<file path="src/rtl/fifo_pkg.sv">
// Shared FIFO constants and helpers, imported by the RTL and by the checker.
package fifo_pkg;

    localparam int FIFO_DEPTH = 6;
    localparam int CNT_W      = 3;

    // Encoding matches {push_accepted, pop_accepted}.
    typedef enum logic [1:0] {
        OP_IDLE = 2'b00,
        OP_POP  = 2'b01,
        OP_PUSH = 2'b10,
        OP_BOTH = 2'b11
    } fifo_op_e;

    // Increment with wrap at depth-1. The wrap is not at a power of two.
    function automatic logic [CNT_W-1:0] ptr_next(input logic [CNT_W-1:0] p,
                                                  input int depth);
        return (p == CNT_W'(depth - 1)) ? '0 : p + 1'b1;
    endfunction

endpackage

</file>
<file path="src/rtl/fifo_ptr.sv">
// Mod-DEPTH pointer. One instance is used as the write pointer and one as the read pointer.
module fifo_ptr
    import fifo_pkg::*;
#(
    parameter int DEPTH = FIFO_DEPTH
) (
    input  logic             clk,
    input  logic             rst,
    input  logic             inc,
    output logic [CNT_W-1:0] ptr
);

    logic [CNT_W-1:0] r_ptr;

    always_ff @(posedge clk) begin
        if (rst) begin
            r_ptr <= '0;
        end else if (inc) begin
            r_ptr <= ptr_next(r_ptr, DEPTH);
        end
    end

    assign ptr = r_ptr;

endmodule

</file>
<file path="src/rtl/fifo_buffer.sv">
// Synchronous FIFO with a non-power-of-two depth, registered status flags,
// a 1-cycle registered read, and one-cycle overflow and underflow pulses.
module fifo_buffer
    import fifo_pkg::*;
#(
    parameter int DATA_W = 8,
    parameter int DEPTH  = FIFO_DEPTH
) (
    input  logic              clk,
    input  logic              rst,
    input  logic              wr_en,
    input  logic [DATA_W-1:0] wr_data,
    input  logic              rd_en,
    output logic [DATA_W-1:0] rd_data,
    output logic              rd_valid,
    output logic              full,
    output logic              empty,
    output logic [CNT_W-1:0]  number_of_current_entries,
    output logic              overflow,
    output logic              underflow
);

    logic [DATA_W-1:0] r_mem [DEPTH];
    logic [CNT_W-1:0]  r_count;
    logic              r_full;
    logic              r_empty;
    logic [DATA_W-1:0] r_rd_data;
    logic              r_rd_valid;
    logic              r_overflow;
    logic              r_underflow;

    logic              w_pop_ok;
    logic              w_push_ok;
    logic [CNT_W-1:0]  w_wr_ptr;
    logic [CNT_W-1:0]  w_rd_ptr;
    logic [CNT_W-1:0]  w_count_nxt;
    fifo_op_e          w_op;

    // A pop on an empty FIFO is rejected even when a push arrives in the same cycle.
    // A push on a full FIFO goes through only when a pop frees a slot in the same cycle.
    assign w_pop_ok  = rd_en && !r_empty;
    assign w_push_ok = wr_en && (!r_full || w_pop_ok);
    assign w_op      = fifo_op_e'({w_push_ok, w_pop_ok});

    fifo_ptr #(.DEPTH(DEPTH)) u_wr_ptr (
        .clk (clk),
        .rst (rst),
        .inc (w_push_ok),
        .ptr (w_wr_ptr)
    );

    fifo_ptr #(.DEPTH(DEPTH)) u_rd_ptr (
        .clk (clk),
        .rst (rst),
        .inc (w_pop_ok),
        .ptr (w_rd_ptr)
    );

    always_comb begin
        w_count_nxt = r_count;
        case (w_op)
            OP_PUSH: w_count_nxt = r_count + 1'b1;
            OP_POP:  w_count_nxt = r_count - 1'b1;
            default: w_count_nxt = r_count;
        endcase
    end

    // The storage array has no reset. rd_data only ever samples entries that were written.
    always_ff @(posedge clk) begin
        if (!rst && w_push_ok) begin
            r_mem[w_wr_ptr] <= wr_data;
        end
    end

    always_ff @(posedge clk) begin
        if (rst) begin
            r_count     <= '0;
            r_full      <= 1'b0;
            r_empty     <= 1'b1;
            r_overflow  <= 1'b0;
            r_underflow <= 1'b0;
        end else begin
            r_count     <= w_count_nxt;
            r_full      <= (w_count_nxt == CNT_W'(DEPTH));
            r_empty     <= (w_count_nxt == '0);
            r_overflow  <= wr_en && !w_push_ok;
            r_underflow <= rd_en && !w_pop_ok;
        end
    end

    // When the FIFO is full, wr_ptr == rd_ptr, so a same-cycle push and pop reads
    // the old word before the new one lands.
    always_ff @(posedge clk) begin
        if (rst) begin
            r_rd_data  <= '0;
            r_rd_valid <= 1'b0;
        end else begin
            r_rd_valid <= w_pop_ok;
            if (w_pop_ok) begin
                r_rd_data <= r_mem[w_rd_ptr];
            end
        end
    end

    assign rd_data                   = r_rd_data;
    assign rd_valid                  = r_rd_valid;
    assign full                      = r_full;
    assign empty                     = r_empty;
    assign number_of_current_entries = r_count;
    assign overflow                  = r_overflow;
    assign underflow                 = r_underflow;

endmodule

</file>
<file path="config.mk">
export PLATFORM = sky130hd
export DESIGN_NAME = fifo_buffer
export DESIGN_NICKNAME = d
export VERILOG_FILES = /design/src/rtl/fifo_pkg.sv /design/src/rtl/fifo_ptr.sv /design/src/rtl/fifo_buffer.sv
export SDC_FILE = /design/constraint.sdc
export NUM_CORES = 1
export LEC_CHECK = 0
export ABC_AREA = 1
export BUFFER_PORTS_ARGS = -buffer_cell sky130_fd_sc_hd__buf_2
export CAP_MARGIN = 25
export CORE_ASPECT_RATIO = 1.2
export CORE_UTILIZATION = 58
export CTS_CLUSTER_SIZE = 24
export DETAILED_ROUTE_END_ITERATION = 10
export PLACE_DENSITY = 0.78
export SYNTH_ARGS = -nofsm -noshare
export SYNTH_HDL_FRONTEND = slang
export SYNTH_SLANG_ARGS = --single-unit
</file>
<file path="constraint.sdc">
create_clock -name clk -period 2.4 [get_ports clk]
set_input_delay 0.48 -clock clk [delete_from_list [all_inputs] [get_ports clk]]
set_output_delay 0.48 -clock clk [all_outputs]
set_load 0.05 [all_outputs]
</file>
==> flow_metrics.tcl, run 1 <==
set metrics [dict create \
    status "finished clean" \
    io_pins 28 \
    cts_sinks 70 \
    overflow 0 \
    ys_dominant_reg_cell "edfxtp_1" \
    leakagePower_nw 1.43 \
    grt_antenna_before_repair 0 \
    synth-edff-count 48 \
    portBuffers 27 \
    tritoncts "built" \
    rows 27 \
    dp_hpwl_mm 3.50 \
    synth-async-reset-ratio_pct 0 \
    yosys.cell_count.top_type "nand2_1" \
    r2r_cells 11 \
    cp_slowest_stage_delay_ps 380 \
    dr.pass1.iters 4 \
    setup_tns_ps 0 \
    syn_nets 296 \
    slew_headroom_pct 75.7 \
    routabilityCongestion 0.832 \
    nets 336 \
    vias 1980 \
    yosys_warnings 0 \
    worstPathMaxFanout 4 \
    critPathCaptureType "flop" \
    dieArea_um2 5300 \
    rsz0062_at_grt "false" \
    fin_skew_ps 5.65 \
    path_class "reg -> reg" \
    rrSetupSlack_ps 340 \
    clk_path_buf_depth 2 \
    r2r_start "empty" \
    grt_max_degree 26 \
    cts_buffers 9 \
    critPathTopFamily "simple AND/OR/NAND/NOR gates" \
    yosys_register_bits 70 \
    cp_num_cells 11 \
    regArea_um2 1880 \
    hold_class "in -> reg" \
    wl_mm 5.45 \
    slowest_stage "fa_1" \
    ant_nets 0 \
    cp_num_buf_inv 1 \
    clk_pin_slew_ps 70 \
    vdd_ir_drop_max_mv 0.836 \
    clockRootBuffer "clkbuf_8" \
    ctsResizeCount 0 \
    die_y_um 79.5 \
    max_freq_ghz 0.485 \
    arrival_ps 2290 \
    whs_ps 374 \
    worstMarginPinSlew_ps 364 \
    grtUsageTotal_pct 24.1 \
    drv_slew 0 \
    grt_pass1_vias 1832 \
    hold_viol_final 0 \
    critPathLaunchType "flop" \
    cts-hold-fix-buffers 0 \
    startpoint "empty" \
    yosys-top-cells-count "nand2_1, edfxtp_1, inv_1" \
    syn_area_um2 2900 \
    wl_per_cell_um 14.2 \
    grt_pass1_wl_mm 8.79 \
    yosysTopAreaCell "edfxtp_1" \
    core_um2 4700 \
    p_per_area_nw_per_um2 914 \
    synthDistinctLibCells 27 \
    setup_viol 0 \
    fillers 366 \
    start_util_pct 61.8 \
    worstPathRequired_ps 2630 \
    cp-endpoint "empty" \
    synth_top_cell_area_share_pct 49.6 \
    multi_input_area_um2 823 \
    yosys-top-cells-area "edfxtp_1, dfxtp_1, nand2_1" \
    synth_area_per_cell_um2 10.3 \
    area_growth_pct 12.6 \
    clk_latency_ps 330 \
    fin_crit_ps 2060 \
    cpMostUsedCell "nand2_1" \
    chipWidth_um 66.6 \
    cp_cell_sequence "inv_1, nand2_1, nand2_1, nand2_1, ha_1, fa_1, or2_2, nand3_1, nand2_1, nand3_1, nand2_1" \
    layout-drive-gt1-share_pct 22.0 \
    drt_iter0_markers 150 \
    netlist_instances 282 \
    r2r-end "empty" \
    htreeDepth 3 \
    viasPerCell 5.14 \
    antennaDiodeCount 0 \
    seq_area_frac_synth_pct 64.8 \
    timing.final.crit_share_pct 85.9 \
    drcViolationCount 0 \
    cap_violations 0 \
    post_cts_buffers 0 \
]
-- logic make-up after synthesis --
logic type / count (synthesis) / synth area share, %
AO/OA/AOI/OAI: 32 / 6.55
buffers and inverters: 37 / 6.85
adder cells (fa/ha/maj): 2 / 1.12
AND/OR/NAND/NOR: 140 / 20.4
XOR/XNOR: 1 / 0.302
flip-flops: 70 / 64.8
-- per-stage QoR --
| stage | total power [mW] | instances | util [%] | cell area, um^2 | setup WS [ps] |
|---|---|---|---|---|---|
| finish | 2.99 | 385 | 69.6 | 3270 | 338 |
| global route | 3.14 | 385 | 69.6 | 3270 | 171 |
| CTS | 3.01 | 385 | 69.6 | 3270 | 336 |
| detailed placement | 2.22 | 369 | 66.2 | 3110 | 134 |
| global placement | 2.20 | 369 | 66.2 | 3110 | 188 |
| floorplan | 2.08 | 282 | - | 2900 | 105 |
-- area by class of cell --
type / instances / area share (%)
Multi-Input combinational cell: 175 / 25.2
Inverter: 28 / 3.44
Timing Repair Buffer: 38 / 6.66
Sequential cell: 70 / 57.6
Tap cell: 58 / 2.22
Clock inverter: 3 / 0.383
Clock buffer: 13 / 4.55
-- power breakdown --
group          total, mW  internal [mW]  switching [mW]
combinational      0.769          0.214           0.555
sequential          1.43           1.37          0.0555
clock              0.790          0.396           0.394
total               2.99           1.98            1.00
-- placed cells by master (no fill, tap or decap) --
cell type,Yosys,routed
a21oi_1,13,13
a21oi_2,8,8
buf_2,2,27
buf_4,3,11
clkbuf_1,0,3
clkbuf_8,0,10
clkinv_1,2,4
clkinv_2,0,1
dfxtp_1,22,22
edfxtp_1,48,48
fa_1,1,1
ha_1,1,1
inv_1,24,24
inv_2,1,1
inv_8,1,1
nand2_1,95,95
nand2_2,10,10
nand3_1,17,17
nand3_2,1,1
nand4_1,1,1
nor2_1,10,10
nor2_2,1,1
nor2b_1,1,1
nor3_1,3,3
o21ai_0,10,10
o21ai_1,1,1
or2_2,1,1
xor2_1,1,1
-- worst min path at each step --
stage	cells after the start	to	slack, ps	from
final	3	underflow	370	rd_en
after floorplan	2	u_wr_ptr.ptr[1]	490	u_wr_ptr.ptr[1]
after global routing	3	underflow	360	rd_en
after detailed placement	2	underflow	440	empty
after CTS	3	underflow	360	rd_en
after global placement	2	underflow	440	empty
-- tightest hold or removal path: cells and delay by family --
| family | cells | cell delay [ps] |
|---|---|---|
| and+or+nand+nor | 2 | 80 |
| buffers and inverters | 1 | 110 |
-- layer usage --
metal  track usage, %  share of wire (%)  routed length [um]
met1             29.5                 42                2300
met2             38.3                 51                2760
met3             5.14                5.2                 282
met4             15.3                2.0                 109
met5                0                  0                   0
-- flip-flops by register name, summed over array words and instances, names as in the netlist --
register,count
u_wr_ptr.ptr,3
rd_data,8
full,1
underflow,1
u_rd_ptr.ptr,3
empty,1
number_of_current_entries,3
overflow,1
rd_valid,1
r_mem,48
(Power assumes the default switching activity.)
==> run 2, diff against run 1 <==
--- a/config.mk
+++ b/config.mk
@@ -13,6 +13,7 @@
 export CTS_CLUSTER_SIZE = 24
 export DETAILED_ROUTE_END_ITERATION = 10
 export PLACE_DENSITY = 0.78
+export SETUP_SLACK_MARGIN = 0.4
 export SYNTH_ARGS = -nofsm -noshare
 export SYNTH_HDL_FRONTEND = slang
 export SYNTH_SLANG_ARGS = --single-unit
==> flow_metrics.tcl, run 2 (synthesis gave the netlist of run 1 again) <==
set metrics [dict create \
    status "finished clean" \
    placed_cell_area_um2 3110 \
    routabilityCongestion 0.858 \
    whs_path_depth 1 \
    start_util_pct 61.8 \
    die_y_um 79.5 \
    htreeDepth 3 \
    worstMarginPinSlew_ps 372 \
    r2r_cells 11 \
    busiest_layer "met2" \
    regArea_um2 1890 \
    cts_buffers 9 \
    worstPathMaxFanout 4 \
    multi_input_area_um2 843 \
    antennaDiodeCount 0 \
    critPathLaunchType "flop" \
    stdcell_area_um2 3310 \
    worstPathRequired_ps 2630 \
    rows 27 \
    setup_tns_ps 0 \
    ant_nets 0 \
    drv_slew 0 \
    fillers 353 \
    hold_viol_final 0 \
    core_um2 4700 \
    hp-start "wr_data[3]" \
    cap_violations 0 \
    critPathCaptureType "flop" \
    chipWidth_um 66.6 \
    regMostFlops "r_mem" \
    drt_iter0_markers 133 \
    vdd_ir_drop_max_mv 0.555 \
    grt_pass1_vias 1834 \
    nets 336 \
    leakagePower_nw 1.45 \
    r2r_start "empty" \
    setup_viol 0 \
    layout_common_cells "nand2_1, edfxtp_1, buf_2" \
    fin_skew_ps 10.6 \
    clockRootBuffer "clkbuf_8" \
    portBuffers 27 \
    largest_reg_flops 48 \
    dieArea_um2 5300 \
    grt_use_met3_pct 7.57 \
    grt_use_met2_pct 36.9 \
    viasPerCell 5.19 \
    vias 1999 \
    layout-drive-gt1-share_pct 24.2 \
    timing.final.crit_share_pct 78.6 \
    path_class "reg -> reg" \
    max_freq_ghz 0.530 \
    min_to "r_mem[5][3]" \
    layout_commonest_cell "nand2_1" \
    wl_mm 5.42 \
    dr.pass1.iters 4 \
    arrival_ps 2120 \
    grtUsageTotal_pct 23.9 \
    dp_hpwl_mm 3.40 \
    rrSetupSlack_ps 510 \
    cts_sinks 70 \
    grt_antenna_before_repair 0 \
    grt_use_met1_pct 29.9 \
    clk_pin_slew_ps 80 \
    r2r-end "empty" \
    clk_latency_ps 340 \
    tritoncts "built" \
    grt_pass1_wl_mm 8.68 \
    hold_class "in -> reg" \
    wl_per_cell_um 14.1 \
    drcViolationCount 0 \
    p_per_area_nw_per_um2 936 \
    grt_max_degree 26 \
    fin_crit_ps 1890 \
    area_growth_pct 14.0 \
    clk_path_buf_depth 2 \
    rsz0062_at_grt "false" \
    slew_headroom_pct 75.1 \
    io_pins 28 \
    overflow 0 \
]
-- run 2: report_power, final --
| part | total [mW] | switching (mW) | internal, mW |
|---|---|---|---|
| Clock | 0.883 | 0.415 | 0.468 |
| Sequential | 1.44 | 0.0578 | 1.38 |
| Combinational | 0.780 | 0.560 | 0.220 |
| Total | 3.10 | 1.03 | 2.07 |
-- run 2: worst max path at each step --
stage | startpoint | depth (start not counted) | end | slack [ps]
3_5_place_dp | rd_en | 11 | empty | 260
4_1_cts | empty | 11 | empty | 440
5_1_grt | empty | 11 | empty | 410
2_1_floorplan | empty | 11 | empty | 410
3_3_place_gp | rd_en | 11 | empty | 280
6_report | empty | 11 | empty | 510
-- run 2: layout make-up --
cell class                      count  share of cell area, %
Tap cell                           58                   2.19
Sequential cell                    70                   56.9
Clock buffer                       10                   3.85
Timing Repair Buffer               38                   6.57
Clock inverter                      6                   1.59
Multi-Input combinational cell    175                   25.5
Inverter                           28                   3.40
-- run 2: routing by layer --
layer,vias up,share of wire (%)
li1,1004,-
met1,920,44
met2,67,48
met3,8,5.9
met4,0,2.4
met5,-,0
-- run 2: through the flow --
stage / setup WS, ps / utilization [%] / hold WS (ps) / instances / power (mW)
6_report: 515 / 70.5 / 374 / 385 / 3.10
5_1_grt: 406 / 70.5 / 369 / 385 / 3.25
4_1_cts: 437 / 70.1 / 355 / 384 / 3.10
3_5_place_dp: 256 / 66.3 / 471 / 368 / 2.23
3_3_place_gp: 284 / 66.3 / 467 / 368 / 2.21
2_1_floorplan: 413 / - / 493 / 282 / 2.09
-- run 2: repair_timing --
action,CTS,global route
gates resized for setup,0,3
buffers inserted,0,1
setup endpoints to repair,0,3
hold buffers,0,0
-- run 2: critical path: stages (launching register included) --
cell and delay [ps]:
dfxtp_4 340, inv_1 80, nand2_4 70, nand2_4 80, nand2_2 60, ha_2 200
fa_1 370, or2_2 290, nand3_1 70, nand2_1 80, nand3_1 70, nand2_1 50
==> run 3, diff against run 2 <==
--- a/config.mk
+++ b/config.mk
@@ -5,14 +5,14 @@
 export SDC_FILE = /design/constraint.sdc
 export NUM_CORES = 1
 export LEC_CHECK = 0
-export ABC_AREA = 1
+export ABC_AREA = 0
 export BUFFER_PORTS_ARGS = -buffer_cell sky130_fd_sc_hd__buf_2
 export CAP_MARGIN = 25
 export CORE_ASPECT_RATIO = 1.2
-export CORE_UTILIZATION = 58
+export CORE_UTILIZATION = 52
 export CTS_CLUSTER_SIZE = 24
 export DETAILED_ROUTE_END_ITERATION = 10
-export PLACE_DENSITY = 0.78
+export PLACE_DENSITY = 0.75
 export SETUP_SLACK_MARGIN = 0.4
 export SYNTH_ARGS = -nofsm -noshare
 export SYNTH_HDL_FRONTEND = slang
==> constraint.sdc (replaced) <==
create_clock -name clk -period 1.72 [get_ports clk]
set_input_delay 0.344 -clock clk [delete_from_list [all_inputs] [get_ports clk]]
set_output_delay 0.344 -clock clk [all_outputs]
set_load 0.05 [all_outputs]
==> flow_metrics.tcl, run 3 <==
set metrics [dict create \
    critPathCaptureType "flop" \
    worstMarginPinSlew_ps 567 \
    synth_top_family_by_area "multiplexers" \
    grt_max_degree 23 \
    seq_area_frac_synth_pct 69.3 \
    synthDistinctLibCells 37 \
    whs_ps 239 \
    cts-hold-fix-buffers 0 \
    syn_area_um2 2710 \
    synth_top_cell_area_share_pct 53.1 \
    nets 263 \
    synth_xor_area_share_pct 1.29 \
    cts_sinks 70 \
    rsz0062_at_grt "true" \
    r2r_start "empty" \
    drcViolationCount 0 \
    status "finished, violations left" \
    setup_tns_ps -4770 \
    clockRootBuffer "clkbuf_8" \
    path_class "reg -> reg" \
    rrSetupSlack_ps -330 \
    yosys_register_bits 70 \
    htreeDepth 3 \
    yosys-top-cells-area "edfxtp_1, dfxtp_1, mux2i_1" \
    ys_dominant_reg_cell "edfxtp_1" \
    overflow 0 \
    dieArea_um2 5510 \
    routabilityCongestion 0.824 \
    portBuffers 27 \
    dp_hpwl_mm 3.60 \
    die_y_um 81.1 \
    synth-async-reset-ratio_pct 0 \
    fin_skew_ps 4.70 \
    r2r_cells 10 \
    netlist_instances 182 \
    vdd_ir_drop_max_mv 1.37 \
    yosys.area_share.simple_pct 7.75 \
    clk_latency_ps 340 \
    ant_nets 0 \
    regMostFlops "r_mem" \
    p_total_mw 4.94 \
    syn_nets 196 \
    synth_area_per_cell_um2 14.9 \
    hold_viol_final 0 \
    setup_slack_ps -327 \
    cts_buffers 9 \
    arrival_ps 2100 \
    slew_headroom_pct 62.1 \
    wl_mm 6.33 \
    wl_per_cell_um 20.2 \
    drt_iter0_markers 117 \
    synthMuxAreaShare_pct 9.77 \
    yosys_warnings 0 \
    max_freq_ghz 0.488 \
    io_pins 28 \
    drv_slew 0 \
    synth-edff-count 48 \
    cp-endpoint "r_mem[5][4]" \
    hold_class "in -> reg" \
    vias 1796 \
    layout-drive-gt1-share_pct 52.4 \
    stdcell_area_um2 3820 \
    p_per_area_nw_per_um2 1290 \
    grtUsageTotal_pct 24.8 \
    area_growth_pct 40.8 \
    r2r-end "r_mem[5][4]" \
    grt_pass1_wl_mm 9.19 \
    clk_pin_slew_ps 70 \
    synth-adder-area-share_pct 1.20 \
    yosys-top-cells-count "edfxtp_1, dfxtp_1, mux2i_1" \
    largest_reg_flops 48 \
    worstPathMaxFanout 4 \
    fin_crit_ps 2050 \
    whs_path_depth 1 \
    cap_violations 0 \
    failed_checks "negative setup slack" \
    worstPathRequired_ps 1780 \
    placed_cell_area_um2 3150 \
    synth_compound_area_share_pct 8.16 \
    grt_pass1_vias 1827 \
    dr.pass1.iters 4 \
    clk_path_buf_depth 2 \
    critPathLaunchType "flop" \
    layout_commonest_cell "edfxtp_1" \
    antennaDiodeCount 0 \
    layout_common_cells "edfxtp_1, buf_4, mux2i_1, buf_2, dfxtp_1" \
    core_um2 4970 \
    rows 28 \
    yosysTopAreaCell "edfxtp_1" \
    yosys.cell_count.top_type "edfxtp_1" \
    chipWidth_um 67.9 \
    timing.final.crit_share_pct 119 \
    leakagePower_nw 1.37 \
    grt_antenna_before_repair 0 \
    startpoint "empty" \
    start_util_pct 54.6 \
    tritoncts "built" \
    viasPerCell 5.72 \
    setup_viol 19 \
]
-- run 3: kinds of logic after synthesis --
logic type | Yosys count
fa+ha+maj | 2
mux | 25
compound gates | 31
xor+xnor | 4
flops | 70
simple gates | 38
buf+inv | 12
-- run 3: worst max-delay path, cell delays in order, from the launching register on --
cell      delay (ps)
dfxtp_4          340
nand2b_4         150
buf_4            140
buf_6            110
buf_6            100
buf_6            100
buf_8            110
nand2_4           70
nand3_4          100
nor4b_4          320
buf_4            210
-- run 3: cell type report --
class	count	area, um^2
Sequential cell	70	1900
Fill cell	273	1150
Multi-Input combinational cell	100	1070
Timing Repair Buffer	65	584
Clock buffer	11	131
Tap cell	60	75.1
Clock inverter	5	50.0
Inverter	3	13.8
-- run 3: where the power goes --
| part | internal (mW) | total (mW) | switching [mW] |
|---|---|---|---|
| clock network | 0.658 | 1.23 | 0.569 |
| registers | 1.93 | 2.04 | 0.113 |
| logic | 0.794 | 1.67 | 0.878 |
| total | 3.38 | 4.94 | 1.56 |
-- run 3: layer usage --
metal,vias up,track usage [%],share of wire (%)
li1,828,-,-
met1,891,28.4,39
met2,67,41.7,55
met3,10,7.16,4.9
met4,0,12.1,1.2
met5,-,0,0
-- run 3: how the worst min path moves through the flow --
stage	start	end	slack [ps]
finish	wr_data[3]	r_mem[1][3]	240
global placement	u_rd_ptr.ptr[1]	u_rd_ptr.ptr[1]	470
global route	wr_data[5]	r_mem[2][5]	220
detailed placement	u_rd_ptr.ptr[1]	u_rd_ptr.ptr[1]	490
CTS	wr_data[1]	r_mem[2][1]	220
floorplan	rst	number_of_current_entries[0]	420
-- run 3: what timing repair did --
action                     4_1_cts  5_1_grt
setup buffers                   11        3
resized for setup               62       23
pin swaps                       20       10
gates cloned                     1        0
setup endpoints to repair       68       72
-- run 3: through the flow --
step	utilization [%]	setup WS [ps]	std cells
5_1_grt	76.8	-365	314
3_3_place_gp	63.3	-227	283
3_5_place_dp	63.3	-309	283
2_1_floorplan	-	-397	182
4_1_cts	74.4	-264	311
6_report	76.8	-327	314
